[src/rtl/backdoor_access_engine_pkg.sv]
// Shared types for the backdoor access engine: FSM states,
// target-select constants, the registered request bundle and helpers.
package backdoor_pkg;

   localparam logic SEL_MAINMEM = 1'b0;
   localparam logic SEL_SDFLASH = 1'b1;

   // Width of the SD byte counter; covers SD_BYTES up to 8.
   localparam int IDX_W = 3;

   typedef enum logic [2:0] {
      IDLE,
      MEM_WR,
      MEM_RD,
      MEM_CAP,
      SD_OP,
      SD_WAIT,
      RESP
   } state_e;

   typedef struct packed {
      logic        write;
      logic        sel;
      logic [31:0] addr;
      logic [63:0] wdata;
   } req_t;

   function automatic logic misaligned(input logic [31:0] addr);
      return addr[2:0] != 3'b000;
   endfunction

endpackage

[src/rtl/backdoor_access_engine_if.sv]
// Bus bundle between the system driver, scratchpad memory and SD flash.
// slave: engine view (request in, response/memory/SD commands out); master: environment view.
interface backdoor_access_engine_if #(
   parameter int MEM_AW = 29
);
   logic              req_valid;
   logic              req_ready;
   logic              req_write;
   logic              req_sel;
   logic [31:0]       req_addr;
   logic [63:0]       req_wdata;

   logic              rsp_valid;
   logic              rsp_ready;
   logic [63:0]       rsp_rdata;
   logic              rsp_err;

   logic              mem_in_reset;
   logic              mem_req;
   logic              mem_write;
   logic [7:0]        mem_mask;
   logic [MEM_AW-1:0] mem_addr;
   logic [63:0]       mem_wdata;
   logic [63:0]       mem_rdata;

   logic              sd_ready;
   logic              sd_wr_en;
   logic              sd_rd_en;
   logic [31:0]       sd_addr;
   logic [7:0]        sd_wdata;
   logic [7:0]        sd_rdata;

   modport slave (
      input  req_valid, req_write, req_sel, req_addr, req_wdata,
      output req_ready,
      output rsp_valid, rsp_rdata, rsp_err,
      input  rsp_ready,
      input  mem_in_reset, mem_rdata,
      output mem_req, mem_write, mem_mask, mem_addr, mem_wdata,
      input  sd_ready, sd_rdata,
      output sd_wr_en, sd_rd_en, sd_addr, sd_wdata
   );

   modport master (
      output req_valid, req_write, req_sel, req_addr, req_wdata,
      input  req_ready,
      input  rsp_valid, rsp_rdata, rsp_err,
      output rsp_ready,
      output mem_in_reset, mem_rdata,
      input  mem_req, mem_write, mem_mask, mem_addr, mem_wdata,
      output sd_ready, sd_rdata,
      input  sd_wr_en, sd_rd_en, sd_addr, sd_wdata
   );

endinterface

[src/rtl/backdoor_sd_byte_seq.sv]
// SD byte sequencer: byte counter and little-endian read-data assembly.
// Ports: clr_i restarts, step_i advances (cap_i also stores rdata_i), idx_o/last_o/data_o status.
module backdoor_sd_byte_seq
   import backdoor_pkg::*;
#(
   parameter int SD_BYTES = 8
) (
   input  logic             clk,
   input  logic             rstn,
   input  logic             clr_i,
   input  logic             step_i,
   input  logic             cap_i,
   input  logic [7:0]       rdata_i,
   output logic [IDX_W-1:0] idx_o,
   output logic             last_o,
   output logic [63:0]      data_o
);

   logic [IDX_W-1:0] idx_q, idx_d;
   logic [63:0]      data_q, data_d;

   assign last_o = (idx_q == IDX_W'(SD_BYTES - 1));
   assign idx_o  = idx_q;
   assign data_o = data_q;

   always_comb begin
      idx_d  = idx_q;
      data_d = data_q;
      if (clr_i) begin
         idx_d  = '0;
         data_d = '0;
      end else if (step_i) begin
         if (cap_i) begin
            data_d[{idx_q, 3'b000} +: 8] = rdata_i;
         end
         idx_d = last_o ? '0 : idx_q + 1'b1;
      end
   end

   always_ff @(posedge clk or negedge rstn) begin
      if (!rstn) begin
         idx_q  <= '0;
         data_q <= '0;
      end else begin
         idx_q  <= idx_d;
         data_q <= data_d;
      end
   end

endmodule

[src/rtl/backdoor_access_engine.sv]
// Backdoor access engine: one request at a time to scratchpad memory or SD flash.
// Ports: clk, rstn, bus (slave modport). SD path compiled in with BACKDOOR_SDFLASH_EN.
module backdoor_access_engine
   import backdoor_pkg::*;
#(
   parameter int MEM_AW   = 29,
   parameter int SD_BYTES = 8
) (
   input logic                     clk,
   input logic                     rstn,
   backdoor_access_engine_if.slave bus
);

   state_e            state_q;
   req_t              req_q;
   req_t              req_d;
   logic              live_q;
   logic              rsp_valid_q;
   logic              rsp_err_q;
   logic [63:0]       rdata_q;
   logic              mem_req_q;
   logic              mem_write_q;
   logic [7:0]        mem_mask_q;
   logic [MEM_AW-1:0] mem_addr_q;
   logic [63:0]       mem_wdata_q;
   logic              req_ready_d;
   logic              accept_d;

   // live_q keeps the first acceptance off the first edge after reset.
   assign req_ready_d = (state_q == IDLE) & live_q & ~bus.mem_in_reset;
   assign accept_d    = req_ready_d & bus.req_valid;

   assign req_d = '{
      write: bus.req_write,
      sel:   bus.req_sel,
      addr:  bus.req_addr,
      wdata: bus.req_wdata
   };

`ifdef BACKDOOR_SDFLASH_EN
   logic             sd_wr_q;
   logic             sd_rd_q;
   logic             ph_q;
   logic [31:0]      sd_addr_q;
   logic [7:0]       sd_wdata_q;
   logic [IDX_W-1:0] sd_idx;
   logic             sd_last;
   logic [63:0]      sd_data;
   logic             seq_step;
   logic [31:0]      sd_addr_d;
   logic [7:0]       sd_byte_d;
   logic             unused_sel;

   // Read data arrives the cycle after the strobe, so SD_WAIT spends
   // one cycle on the strobe (ph_q=0) and one on the capture (ph_q=1).
   assign seq_step  = (state_q == SD_WAIT) & ph_q;
   assign sd_addr_d = req_q.addr + {{(32 - IDX_W){1'b0}}, sd_idx};
   assign sd_byte_d = req_q.wdata[{sd_idx, 3'b000} +: 8];
   assign unused_sel = req_q.sel;

   backdoor_sd_byte_seq #(
      .SD_BYTES (SD_BYTES)
   ) u_seq (
      .clk     (clk),
      .rstn    (rstn),
      .clr_i   (accept_d),
      .step_i  (seq_step),
      .cap_i   (~req_q.write),
      .rdata_i (bus.sd_rdata),
      .idx_o   (sd_idx),
      .last_o  (sd_last),
      .data_o  (sd_data)
   );

   assign bus.sd_wr_en  = sd_wr_q;
   assign bus.sd_rd_en  = sd_rd_q;
   assign bus.sd_addr   = sd_addr_q;
   assign bus.sd_wdata  = sd_wdata_q;
   // Both sources are cleared on acceptance, only one is ever filled.
   assign bus.rsp_rdata = rdata_q | sd_data;
`else
   logic unused_sd;

   assign unused_sd = ^{bus.sd_ready, bus.sd_rdata, req_q, (SD_BYTES != 0)};

   assign bus.sd_wr_en  = 1'b0;
   assign bus.sd_rd_en  = 1'b0;
   assign bus.sd_addr   = '0;
   assign bus.sd_wdata  = '0;
   assign bus.rsp_rdata = rdata_q;
`endif

   always_ff @(posedge clk or negedge rstn) begin
      if (!rstn) begin
         state_q     <= IDLE;
         req_q       <= '0;
         live_q      <= 1'b0;
         rsp_valid_q <= 1'b0;
         rsp_err_q   <= 1'b0;
         rdata_q     <= '0;
         mem_req_q   <= 1'b0;
         mem_write_q <= 1'b0;
         mem_mask_q  <= '0;
         mem_addr_q  <= '0;
         mem_wdata_q <= '0;
`ifdef BACKDOOR_SDFLASH_EN
         sd_wr_q     <= 1'b0;
         sd_rd_q     <= 1'b0;
         ph_q        <= 1'b0;
         sd_addr_q   <= '0;
         sd_wdata_q  <= '0;
`endif
      end else begin
         live_q      <= 1'b1;
         mem_req_q   <= 1'b0;
         mem_write_q <= 1'b0;
         mem_mask_q  <= '0;
         mem_addr_q  <= '0;
         mem_wdata_q <= '0;
`ifdef BACKDOOR_SDFLASH_EN
         sd_wr_q     <= 1'b0;
         sd_rd_q     <= 1'b0;
`endif
         unique case (state_q)
            IDLE: begin
               if (accept_d) begin
                  req_q     <= req_d;
                  rdata_q   <= '0;
                  rsp_err_q <= 1'b0;
                  if (req_d.sel == SEL_SDFLASH) begin
`ifdef BACKDOOR_SDFLASH_EN
                     ph_q    <= 1'b0;
                     state_q <= SD_OP;
`else
                     rsp_err_q   <= 1'b1;
                     rsp_valid_q <= 1'b1;
                     state_q     <= RESP;
`endif
                  end else begin
                     // Misalignment is flagged but the access still
                     // goes out with the low address bits dropped.
                     rsp_err_q   <= misaligned(req_d.addr);
                     mem_req_q   <= 1'b1;
                     mem_write_q <= req_d.write;
                     mem_mask_q  <= req_d.write ? 8'hFF : 8'h00;
                     mem_addr_q  <= req_d.addr[MEM_AW+2:3];
                     mem_wdata_q <= req_d.write ? req_d.wdata : '0;
                     state_q     <= req_d.write ? MEM_WR : MEM_RD;
                  end
               end
            end
            MEM_WR: begin
               rsp_valid_q <= 1'b1;
               state_q     <= RESP;
            end
            MEM_RD: begin
               state_q <= MEM_CAP;
            end
            MEM_CAP: begin
               rdata_q     <= bus.mem_rdata;
               rsp_valid_q <= 1'b1;
               state_q     <= RESP;
            end
`ifdef BACKDOOR_SDFLASH_EN
            SD_OP: begin
               if (bus.sd_ready) begin
                  sd_wr_q    <= req_q.write;
                  sd_rd_q    <= ~req_q.write;
                  sd_addr_q  <= sd_addr_d;
                  sd_wdata_q <= sd_byte_d;
                  ph_q       <= 1'b0;
                  state_q    <= SD_WAIT;
               end
            end
            SD_WAIT: begin
               if (!ph_q) begin
                  ph_q <= 1'b1;
               end else begin
                  ph_q <= 1'b0;
                  if (sd_last) begin
                     rsp_valid_q <= 1'b1;
                     state_q     <= RESP;
                  end else begin
                     state_q <= SD_OP;
                  end
               end
            end
`else
            SD_OP, SD_WAIT: begin
               state_q <= IDLE;
            end
`endif
            RESP: begin
               if (bus.rsp_ready) begin
                  rsp_valid_q <= 1'b0;
                  state_q     <= IDLE;
               end
            end
            default: begin
               state_q <= IDLE;
            end
         endcase
      end
   end

   assign bus.req_ready = req_ready_d;
   assign bus.rsp_valid = rsp_valid_q;
   assign bus.rsp_err   = rsp_err_q;
   assign bus.mem_req   = mem_req_q;
   assign bus.mem_write = mem_write_q;
   assign bus.mem_mask  = mem_mask_q;
   assign bus.mem_addr  = mem_addr_q;
   assign bus.mem_wdata = mem_wdata_q;

endmodule

[src/flat_wrapper.sv]
// flat-port wrapper written by rule: the top's interface ports become plain ports
module backdoor_access_engine_flat import backdoor_pkg::*;
#(
   parameter int MEM_AW   = 29,
   parameter int SD_BYTES = 8
)
  (clk, rstn, bus_req_valid, bus_req_write, bus_req_sel, bus_req_addr, bus_req_wdata, bus_req_ready, bus_rsp_valid, bus_rsp_rdata, bus_rsp_err, bus_rsp_ready, bus_mem_in_reset, bus_mem_rdata, bus_mem_req, bus_mem_write, bus_mem_mask, bus_mem_addr, bus_mem_wdata, bus_sd_ready, bus_sd_rdata, bus_sd_wr_en, bus_sd_rd_en, bus_sd_addr, bus_sd_wdata);
  backdoor_access_engine_if #(.MEM_AW(MEM_AW)) bus_i ();
  input logic clk;
  input logic rstn;
  input wire logic [$bits(bus_i.req_valid)-1:0] bus_req_valid;
  input wire logic [$bits(bus_i.req_write)-1:0] bus_req_write;
  input wire logic [$bits(bus_i.req_sel)-1:0] bus_req_sel;
  input wire logic [$bits(bus_i.req_addr)-1:0] bus_req_addr;
  input wire logic [$bits(bus_i.req_wdata)-1:0] bus_req_wdata;
  output wire logic [$bits(bus_i.req_ready)-1:0] bus_req_ready;
  output wire logic [$bits(bus_i.rsp_valid)-1:0] bus_rsp_valid;
  output wire logic [$bits(bus_i.rsp_rdata)-1:0] bus_rsp_rdata;
  output wire logic [$bits(bus_i.rsp_err)-1:0] bus_rsp_err;
  input wire logic [$bits(bus_i.rsp_ready)-1:0] bus_rsp_ready;
  input wire logic [$bits(bus_i.mem_in_reset)-1:0] bus_mem_in_reset;
  input wire logic [$bits(bus_i.mem_rdata)-1:0] bus_mem_rdata;
  output wire logic [$bits(bus_i.mem_req)-1:0] bus_mem_req;
  output wire logic [$bits(bus_i.mem_write)-1:0] bus_mem_write;
  output wire logic [$bits(bus_i.mem_mask)-1:0] bus_mem_mask;
  output wire logic [$bits(bus_i.mem_addr)-1:0] bus_mem_addr;
  output wire logic [$bits(bus_i.mem_wdata)-1:0] bus_mem_wdata;
  input wire logic [$bits(bus_i.sd_ready)-1:0] bus_sd_ready;
  input wire logic [$bits(bus_i.sd_rdata)-1:0] bus_sd_rdata;
  output wire logic [$bits(bus_i.sd_wr_en)-1:0] bus_sd_wr_en;
  output wire logic [$bits(bus_i.sd_rd_en)-1:0] bus_sd_rd_en;
  output wire logic [$bits(bus_i.sd_addr)-1:0] bus_sd_addr;
  output wire logic [$bits(bus_i.sd_wdata)-1:0] bus_sd_wdata;
  assign bus_i.req_valid = bus_req_valid;
  assign bus_i.req_write = bus_req_write;
  assign bus_i.req_sel = bus_req_sel;
  assign bus_i.req_addr = bus_req_addr;
  assign bus_i.req_wdata = bus_req_wdata;
  assign bus_req_ready = bus_i.req_ready;
  assign bus_rsp_valid = bus_i.rsp_valid;
  assign bus_rsp_rdata = bus_i.rsp_rdata;
  assign bus_rsp_err = bus_i.rsp_err;
  assign bus_i.rsp_ready = bus_rsp_ready;
  assign bus_i.mem_in_reset = bus_mem_in_reset;
  assign bus_i.mem_rdata = bus_mem_rdata;
  assign bus_mem_req = bus_i.mem_req;
  assign bus_mem_write = bus_i.mem_write;
  assign bus_mem_mask = bus_i.mem_mask;
  assign bus_mem_addr = bus_i.mem_addr;
  assign bus_mem_wdata = bus_i.mem_wdata;
  assign bus_i.sd_ready = bus_sd_ready;
  assign bus_i.sd_rdata = bus_sd_rdata;
  assign bus_sd_wr_en = bus_i.sd_wr_en;
  assign bus_sd_rd_en = bus_i.sd_rd_en;
  assign bus_sd_addr = bus_i.sd_addr;
  assign bus_sd_wdata = bus_i.sd_wdata;
  backdoor_access_engine #(.MEM_AW(MEM_AW), .SD_BYTES(SD_BYTES)) u_core (.clk(clk), .rstn(rstn), .bus(bus_i));
endmodule
[config.mk]
export PLATFORM = sky130hd
export DESIGN_NAME = backdoor_access_engine_flat
export DESIGN_NICKNAME = d
export VERILOG_FILES = /design/src/rtl/backdoor_access_engine_pkg.sv /design/src/rtl/backdoor_access_engine_if.sv /design/src/rtl/backdoor_sd_byte_seq.sv /design/src/rtl/backdoor_access_engine.sv /design/src/flat_wrapper.sv
export SDC_FILE = /design/constraint.sdc
export NUM_CORES = 1
export LEC_CHECK = 0
export CAP_MARGIN = 20
export CORE_AREA = 2 2 150 152
export CTS_CLUSTER_SIZE = 40
export DETAILED_ROUTE_END_ITERATION = 10
export DIE_AREA = 0 0 152 154
export PLACE_DENSITY_LB_ADDON = 0.1
export SETUP_SLACK_MARGIN = 0.2
export SLEW_MARGIN = 20
export SYNTH_ARGS = -nofsm -noshare
export SYNTH_HDL_FRONTEND = slang
export SYNTH_SLANG_ARGS = --single-unit
[constraint.sdc]
create_clock -name clk -period 2.1 [get_ports clk]
set_input_delay 0.63 -clock clk [delete_from_list [all_inputs] [get_ports clk]]
set_output_delay 0.63 -clock clk [all_outputs]
set_load 0.02 [all_outputs]
==> summary.md, run 1 <==
The run gives 1.47 ns as the worst endpoint required time. Ranked by total cell area, the synthesized netlist is headed by sky130_fd_sc_hd__dfrtp_1 66%, sky130_fd_sc_hd__and2_1 9.3%, sky130_fd_sc_hd__o2bb2ai_1 9.0%. Before CTS, the worst setup slack after placement is -0.790 ns. Global routing used 17.3% of the available tracks across all layers.

The synthesized design devotes to its leading area cell type 66.2% of total area. The initial antenna violation count was 1. Share of cells above drive strength 1: 8.97%. Power spread over the standard cell area amounts to 1030 nW/µm². The worst setup path is captured at an output port. Die outline area: 23,400 µm². The wire-length estimate of the detail-placed layout is 14,700 µm.

The count of cells in the finished layout, fillers not included, comes to 1,138. The final count of pins violating max slew came out at 0. The number of endpoints with negative hold slack in the final report is 0. Worst min-delay path class: input pin to asynchronous set/reset pin. For this block, the routed nets add up to 20,500 µm of wire. The overall die height works out to 154 µm.

The worst setup path is of the flip-flop to output port kind. Data on the critical path arrives at its endpoint at 1.64 ns. In this run the tool buffered the top-level ports with 336 buffer cells. The design draws 10.8 mW. The cell chosen for the clock root was sky130_fd_sc_hd__clkbuf_16. Total grt overflow: 0. TritonCTS built the clock tree. After the last flow step, the layout net total stands at 1,021. The final worst-path setup slack was -0.169 ns; the remaining max-slew budget at the tightest pin was 65.5%. The vias per cell came out at 4.29. The core region is 21,700 µm². Counting every sink on the clock net gives 165.

Derived from the worst setup path, the maximum achievable clock frequency is 441 MHz. In the final routed layout, each cell accounts on average for 18.0 µm. For the final weighted congestion of routability-driven global placement, the log shows 0.783. After detailed routing, the number of remaining DRC violations is 0. The count of endpoints failing setup in the final report was 1; the die width was 152 µm. The I/O pin count is 388, and the leakage power summed over all cells is 5.36 nW. The sequential-to-total area share from yosys stat is 66.2%, and the number of fill cells is 2,070. The final critical path time including I/O delays and setup is 2.27 ns, and the number of cell rows is 54. After clock tree synthesis, the flow added hold-fix buffers numbering 0. From synthesis to final layout, the design area changed by 67.3%. The tools report the initial detailed-routing violation count as 164. The first detailed-routing pass ran for 4 iterations. The routed layout has 4,879 vias. Setup repair after global routing could not meet its margin everywhere. The flow ran to the end, but the final reports show violations. The buffer depth of the longest clock path is 2. The final reports fail on setup timing. The tools report the deepest level of the CTS H-tree as 4.

After technology mapping, the gate count stands at 499. Number of antenna cells inserted: 0. The synthesized netlist occupies a cell area of 6230 µm². Final setup TNS: -0.169 ns.

The tool flagged a number of max-cap violations equal to 0. The tools report the effective utilization at floorplan as 28.7%. The via count of the first global-routing pass is 5,246, and the final instance area is 10,400 µm². The maximum fanout along the worst path came out at 3.

After synthesis, the mean cell area works out to 12.5 µm². The later pin in the worst-skew pair is clocked with a latency of 0.43 ns. The post-place instance area is 9830 µm².

In the finished design, the share of the clock period the worst path needs comes to 108%. TritonCTS created 17 clock buffers. The logs give 31,000 µm for the first-pass GRT wire length and 25 for the number of distinct library cell variants in the gate-level netlist after synthesis.

The slew at the pin closest to its max-slew limit came out at 0.518 ns. The sort of element at the start of the critical path is a flip-flop. The clock arrives with 0.0127 ns of skew.

Including well taps, the total number of placed cells is 1,096. In this run, synthesis produced a sequential element count of 165. The tools report the number of routed nets with antenna violations as 0.

For this run, the number of Yosys warnings is 0. The peak supply drop is 440 µV, and the pin count of the biggest net entering global routing is 47. The synthesized design spends more area on one cell type than any other, namely sky130_fd_sc_hd__dfrtp_1. After clock tree synthesis, the clock-pin slew on the worst setup and hold paths is 0.07 ns.
-- cell usage after synthesis (all sizes together) --
| library cell | count |
|---|---|
| inv | 1 |
| or4 | 1 |
| or4b | 1 |
| nor2 | 6 |
| nand2b | 2 |
| nor3 | 3 |
| nand3b | 1 |
| conb | 2 |
| a22oi | 1 |
| o2bb2ai | 64 |
| and2 | 93 |
| nand4b | 1 |
| o21ai | 2 |
| a31oi | 1 |
| nand2 | 66 |
| clkbuf | 17 |
| a21boi | 1 |
| a311oi | 1 |
| nor2b | 2 |
| mux2 | 1 |
| dfrtp | 165 |
| a41oi | 1 |
| buf | 66 |
-- metrics by stage --
stage | hold slack, ns | util (%)
CTS | 0.139 | 47.5
detailed placement | 0.505 | 45.3
global placement | 0.493 | 45.3
floorplan | 0.334 | -
global route | 0.146 | 48.1
finish | 0.138 | 48.1
-- cell families (layout without fill, tap and decap cells) --
family / count (synthesis) / after routing / synth area share (%)
buffers and inverters: 84 / 402 / 8.63
muxes: 1 / 1 / 0.181
other: 2 / 43 / 0.120
DFF: 165 / 165 / 66.2
and+or+nand+nor: 176 / 176 / 15.1
AOI/OAI and AO/OA: 71 / 71 / 9.77
-- power by group --
group	total (mW)	internal, mW	switching [mW]
Sequential	4.15	3.82	0.324
Clock	3.09	1.70	1.39
Combinational	3.52	1.46	2.06
-- state kept, by name, summed over array words and instances, names as in the netlist --
register,count
u_core.bus.mem_wdata,64
u_core.bus.rsp_rdata,64
u_core.bus.mem_addr,29
u_core.state_q,3
u_core.bus.mem_mask,1
u_core.bus.mem_req,1
u_core.bus.rsp_err,1
u_core.bus.rsp_valid,1
u_core.live_q,1
-- what timing repair did --
action / CTS / global route
cloned: 2 / 3
setup endpoints to repair: 328 / 74
setup buffers: 3 / 2
gates resized for setup: 187 / 2
pin swaps: 3 / 3
-- cell type report --
class                      count  area, µm²  share of cell area, %
clock buffer                  19        443                   4.25
tap                          280        350                   3.36
multi-input combinational    291       1760                   16.8
inverter                       1       3.75                 0.0360
sequential                   165       4130                   39.6
clock inverter                13        135                   1.30
timing repair buffer         369       3610                   34.6
-- worst max-delay path, stage by stage (launching register included) --
cell                      delay [ns]
sky130_fd_sc_hd__dfrtp_1        0.43
sky130_fd_sc_hd__or4b_4         0.58
sky130_fd_sc_hd__nor2_4         0.10
sky130_fd_sc_hd__buf_6          0.12
-- cell usage in the layout, fill, tap and decap left out, types with 4 or more instances in the layout --
cell | netlist | layout
sky130_fd_sc_hd__dlygate4sd2_1 | 0 | 166
sky130_fd_sc_hd__clkdlybuf4s50_1 | 0 | 164
sky130_fd_sc_hd__dfrtp_1 | 165 | 164
sky130_fd_sc_hd__and2_1 | 93 | 93
sky130_fd_sc_hd__nand2_1 | 66 | 66
sky130_fd_sc_hd__o2bb2ai_1 | 64 | 64
sky130_fd_sc_hd__conb_1 | 2 | 43
sky130_fd_sc_hd__clkbuf_16 | 0 | 20
sky130_fd_sc_hd__buf_4 | 56 | 19
sky130_fd_sc_hd__inv_6 | 0 | 6
sky130_fd_sc_hd__buf_12 | 0 | 6
sky130_fd_sc_hd__clkinvlp_4 | 0 | 4
sky130_fd_sc_hd__buf_6 | 0 | 4
-- layer usage --
metal | vias up | share of wire (%) | global-route usage [%]
met2 | 241 | 51 | 29.5
li1 | 2241 | - | -
met4 | 2 | 1.7 | 5.79
met5 | - | 0.064 | 0
met3 | 24 | 11 | 8.79
met1 | 2371 | 37 | 18.6
-- final timing paths --
check / from / endpoint / slack [ns] / cells after the start
max: u_core.state_q[2] / bus_req_ready / -0.17 / 3
min: rstn / u_core.bus.rsp_rdata[43] / 0.14 / 1
max reg2reg: u_core.state_q[2] / u_core.bus.mem_wdata[20] / 0.15 / 6
min reg2reg: u_core.bus.rsp_err / u_core.bus.rsp_err / 0.51 / 1
max in group asynchronous: rstn / u_core.bus.mem_addr[27] / 1.35 / 2
min in group clk: u_core.bus.rsp_err / u_core.bus.rsp_err / 0.51 / 1
Power figures use the tool's default switching activity.
==> run 2, diff against run 1 <==
Settings changed: GPL_TIMING_DRIVEN from default to 0, SLEW_MARGIN 20 to default.
==> summary.md, run 2 (synthesized netlist as in run 1, its figures left out) <==
The final critical path time including I/O delays and setup was 2.30 ns (+0.0355 ns); the via count of the first global-routing pass was 4,998 (-4.7%). In the layout the commonest cells are 164 x sky130_fd_sc_hd__clkdlybuf4s50_1, 164 x sky130_fd_sc_hd__dfrtp_1, 161 x sky130_fd_sc_hd__dlygate4sd2_1. The worst clock skew was 0.0150 ns (+0.00236 ns). For the final weighted congestion of routability-driven global placement, the log shows 0.746 (-4.6%). The slew at the pin closest to its max-slew limit is 0.583 ns (+0.0651 ns). The tools report the initial detailed-routing violation count as 199 (+21%).

The critical path is of the flip-flop to output port type. For the number of antenna cells inserted, the log shows 0 (unchanged). The number of buffer cells added on primary ports was 336 (unchanged); the pin count of the biggest net entering global routing was 95 (+100%). The logs give 1 (unchanged) for the count of endpoints failing setup in the final report and 20,000 µm (-2.4%) for the total wirelength of the detailed-routed design. The run gives -0.857 ns (-0.0666 ns) as the worst-case setup slack after placement.

The min-delay analysis places its worst path in the category input pin to asynchronous set/reset pin. Clock transition at the register clock pins on the worst setup and hold paths after CTS: 0.07 ns (about the same). The run gives 388 (unchanged) as the I/O pin count.

The share of cells above drive strength 1 was 16.3% (+7.3 points). Element type at the critical path end: an output port. The total CTS buffers came out at 17 (unchanged). The logs give 11.1 mW (+3.1%) for the total chip power and 0 (unchanged) for the number of endpoints with negative hold slack in the final report.

The number of detailed-route iterations in the first pass was 4 (unchanged); the global routing usage summed across all routing layers was 17.0% (-0.27 points). The overall die height came out at 154 µm (unchanged). The clock net sink count is 165 (unchanged). The final reports fail on setup timing. The remaining max-slew budget at the tightest pin was 61.2% (-4.3 points); the data arrival time of the critical path was 1.67 ns (+0.03 ns). The critical path goes through clkbuf_8 -> or4b_4 -> nor2_4 -> buf_6. The buffer depth of the longest clock path was 2 (unchanged); the post-detailed-route wirelength per cell was 16.5 µm (-8.0%). The tools report the initial antenna violation count as 2 (+1). The die width is 152 µm (unchanged). The placed wire-length estimate was 14,700 µm (+0.29%); the overall via count from detail_route was 4,908 (+0.59%). TritonCTS built the clock tree. The number of nets at the end of the flow was 1,090 (+6.8%); the worst endpoint required time was 1.47 ns (about the same). The logs give 482 µV (+9.4%) for the peak supply drop and 23,400 µm² (unchanged) for the die outline area. STA classifies the critical path startpoint as a flip-flop.

Leakage power summed over all cells: 5.75 nW (+7.4%). The number of cell rows came out at 54 (unchanged). The effective utilization at floorplan was 28.7% (unchanged); the count of max-cap constraint violations was 0 (unchanged). The maximum fanout along the worst path is 2 (-1).

The run finished, with violations left. The logs give 0 (unchanged) for the remaining design rule violation count and -0.204 ns (-0.0355 ns) for the final worst-path setup slack. The tools report the first-pass GRT wire length as 30,300 µm (-2.4%).

The run gives 0 (unchanged) as the final count of pins violating max slew. The achievable frequency was 434 MHz (-1.5%). Cell chosen for the clock root: sky130_fd_sc_hd__clkbuf_16. For the area of the core, the log shows 21,700 µm² (unchanged). The tools report the number of buffers inserted for hold repair after clock tree synthesis as 0 (unchanged). The cell area power density was 1010 nW/µm² (-2.4%).

Worst stage delay on the critical path: 0.53 ns (-0.05 ns). The cell with the largest stage delay on the worst path was sky130_fd_sc_hd__or4b_4. The run gives 0 (unchanged) as the number of routed nets with antenna violations. Final cycle utilization of the critical path: 110% (+1.7 points). The vias per cell works out to 4.07 (-5.2%).

Setup repair after global routing could not meet its margin everywhere. The deepest level of the CTS H-tree is 4 (unchanged), and the insertion delay to the later sink of the worst-skew pair is 0.42 ns (about the same). The total grt overflow was 0 (unchanged); the growth of design area from synthesis to finish was 76.8%. The run gives -0.204 ns (-0.0355 ns) as the final setup TNS.
[run 2: layout make-up]
class	count	area (µm²)
plain buffers	83	692
well taps	280	350
flip-flops and latches	165	4130
inverters	1	3.75
clock buffers	18	439
repair buffers	355	3460
fillers	2037	10700
clock inverters	14	186
multi-input cells	291	1760
[run 2: final timing paths]
| kind | depth (start not counted) | slack [ns] | startpoint | to |
|---|---|---|---|---|
| worst max-delay path | 4 | -0.20 | u_core.state_q[2] | bus_req_ready |
| worst min-delay path | 1 | 0.16 | rstn | u_core.bus.rsp_rdata[43] |
| worst max register to register | 7 | 0.15 | u_core.state_q[2] | u_core.bus.mem_wdata[5] |
| worst min register to register | 1 | 0.51 | u_core.bus.rsp_err | u_core.bus.rsp_err |
| max in group asynchronous | 2 | 1.09 | rstn | u_core.bus.mem_wdata[45] |
| min in group clk | 1 | 0.51 | u_core.bus.rsp_err | u_core.bus.rsp_err |
[run 2: timing repair]
item	4_1_cts	5_1_grt
pin swaps	4	2
endpoints found under the setup margin	300	163
cloned	2	8
setup buffers	7	1
hold endpoints to repair	0	0
resized for setup	246	54
[run 2: critical path: cells and delay by family (launching register included)]
| family | cells | cell delay [ns] |
|---|---|---|
| buffers and inverters | 2 | 0.26 |
| DFF | 1 | 0.38 |
| and+or+nand+nor | 2 | 0.63 |
[run 2: per-layer routing]
layer  part of all wire (%)  GRT usage, %  vias up
met5                   0.14             0        -
met2                     49          27.9      232
met1                     38          19.1     2254
met3                     11          9.16       19
met4                    1.3          5.34        4
li1                       -             -     2399
[run 2: power breakdown]
| part | internal (mW) | total, mW | leakage, nW | switching (mW) |
|---|---|---|---|---|
| registers | 3.82 | 4.10 | 2.20 | 0.279 |
| clock network | 1.94 | 3.33 | 0.306 | 1.39 |
| logic | 1.56 | 3.66 | 3.25 | 2.10 |
| total | 7.33 | 11.1 | 5.75 | 3.76 |
[run 2: through the flow]
| step | utilization [%] | std cells | hold slack [ns] | instance area [µm²] |
|---|---|---|---|---|
| 4_1_cts | 49.5 | 1198 | 0.185 | 10700 |
| 2_1_floorplan | - | 540 | 0.334 | 6400 |
| 3_5_place_dp | 46.8 | 1157 | 0.504 | 10100 |
| 5_1_grt | 50.8 | 1207 | 0.187 | 11000 |
| 6_report | 50.8 | 1207 | 0.156 | 11000 |
| 3_3_place_gp | 46.6 | 1156 | 0.495 | 10100 |
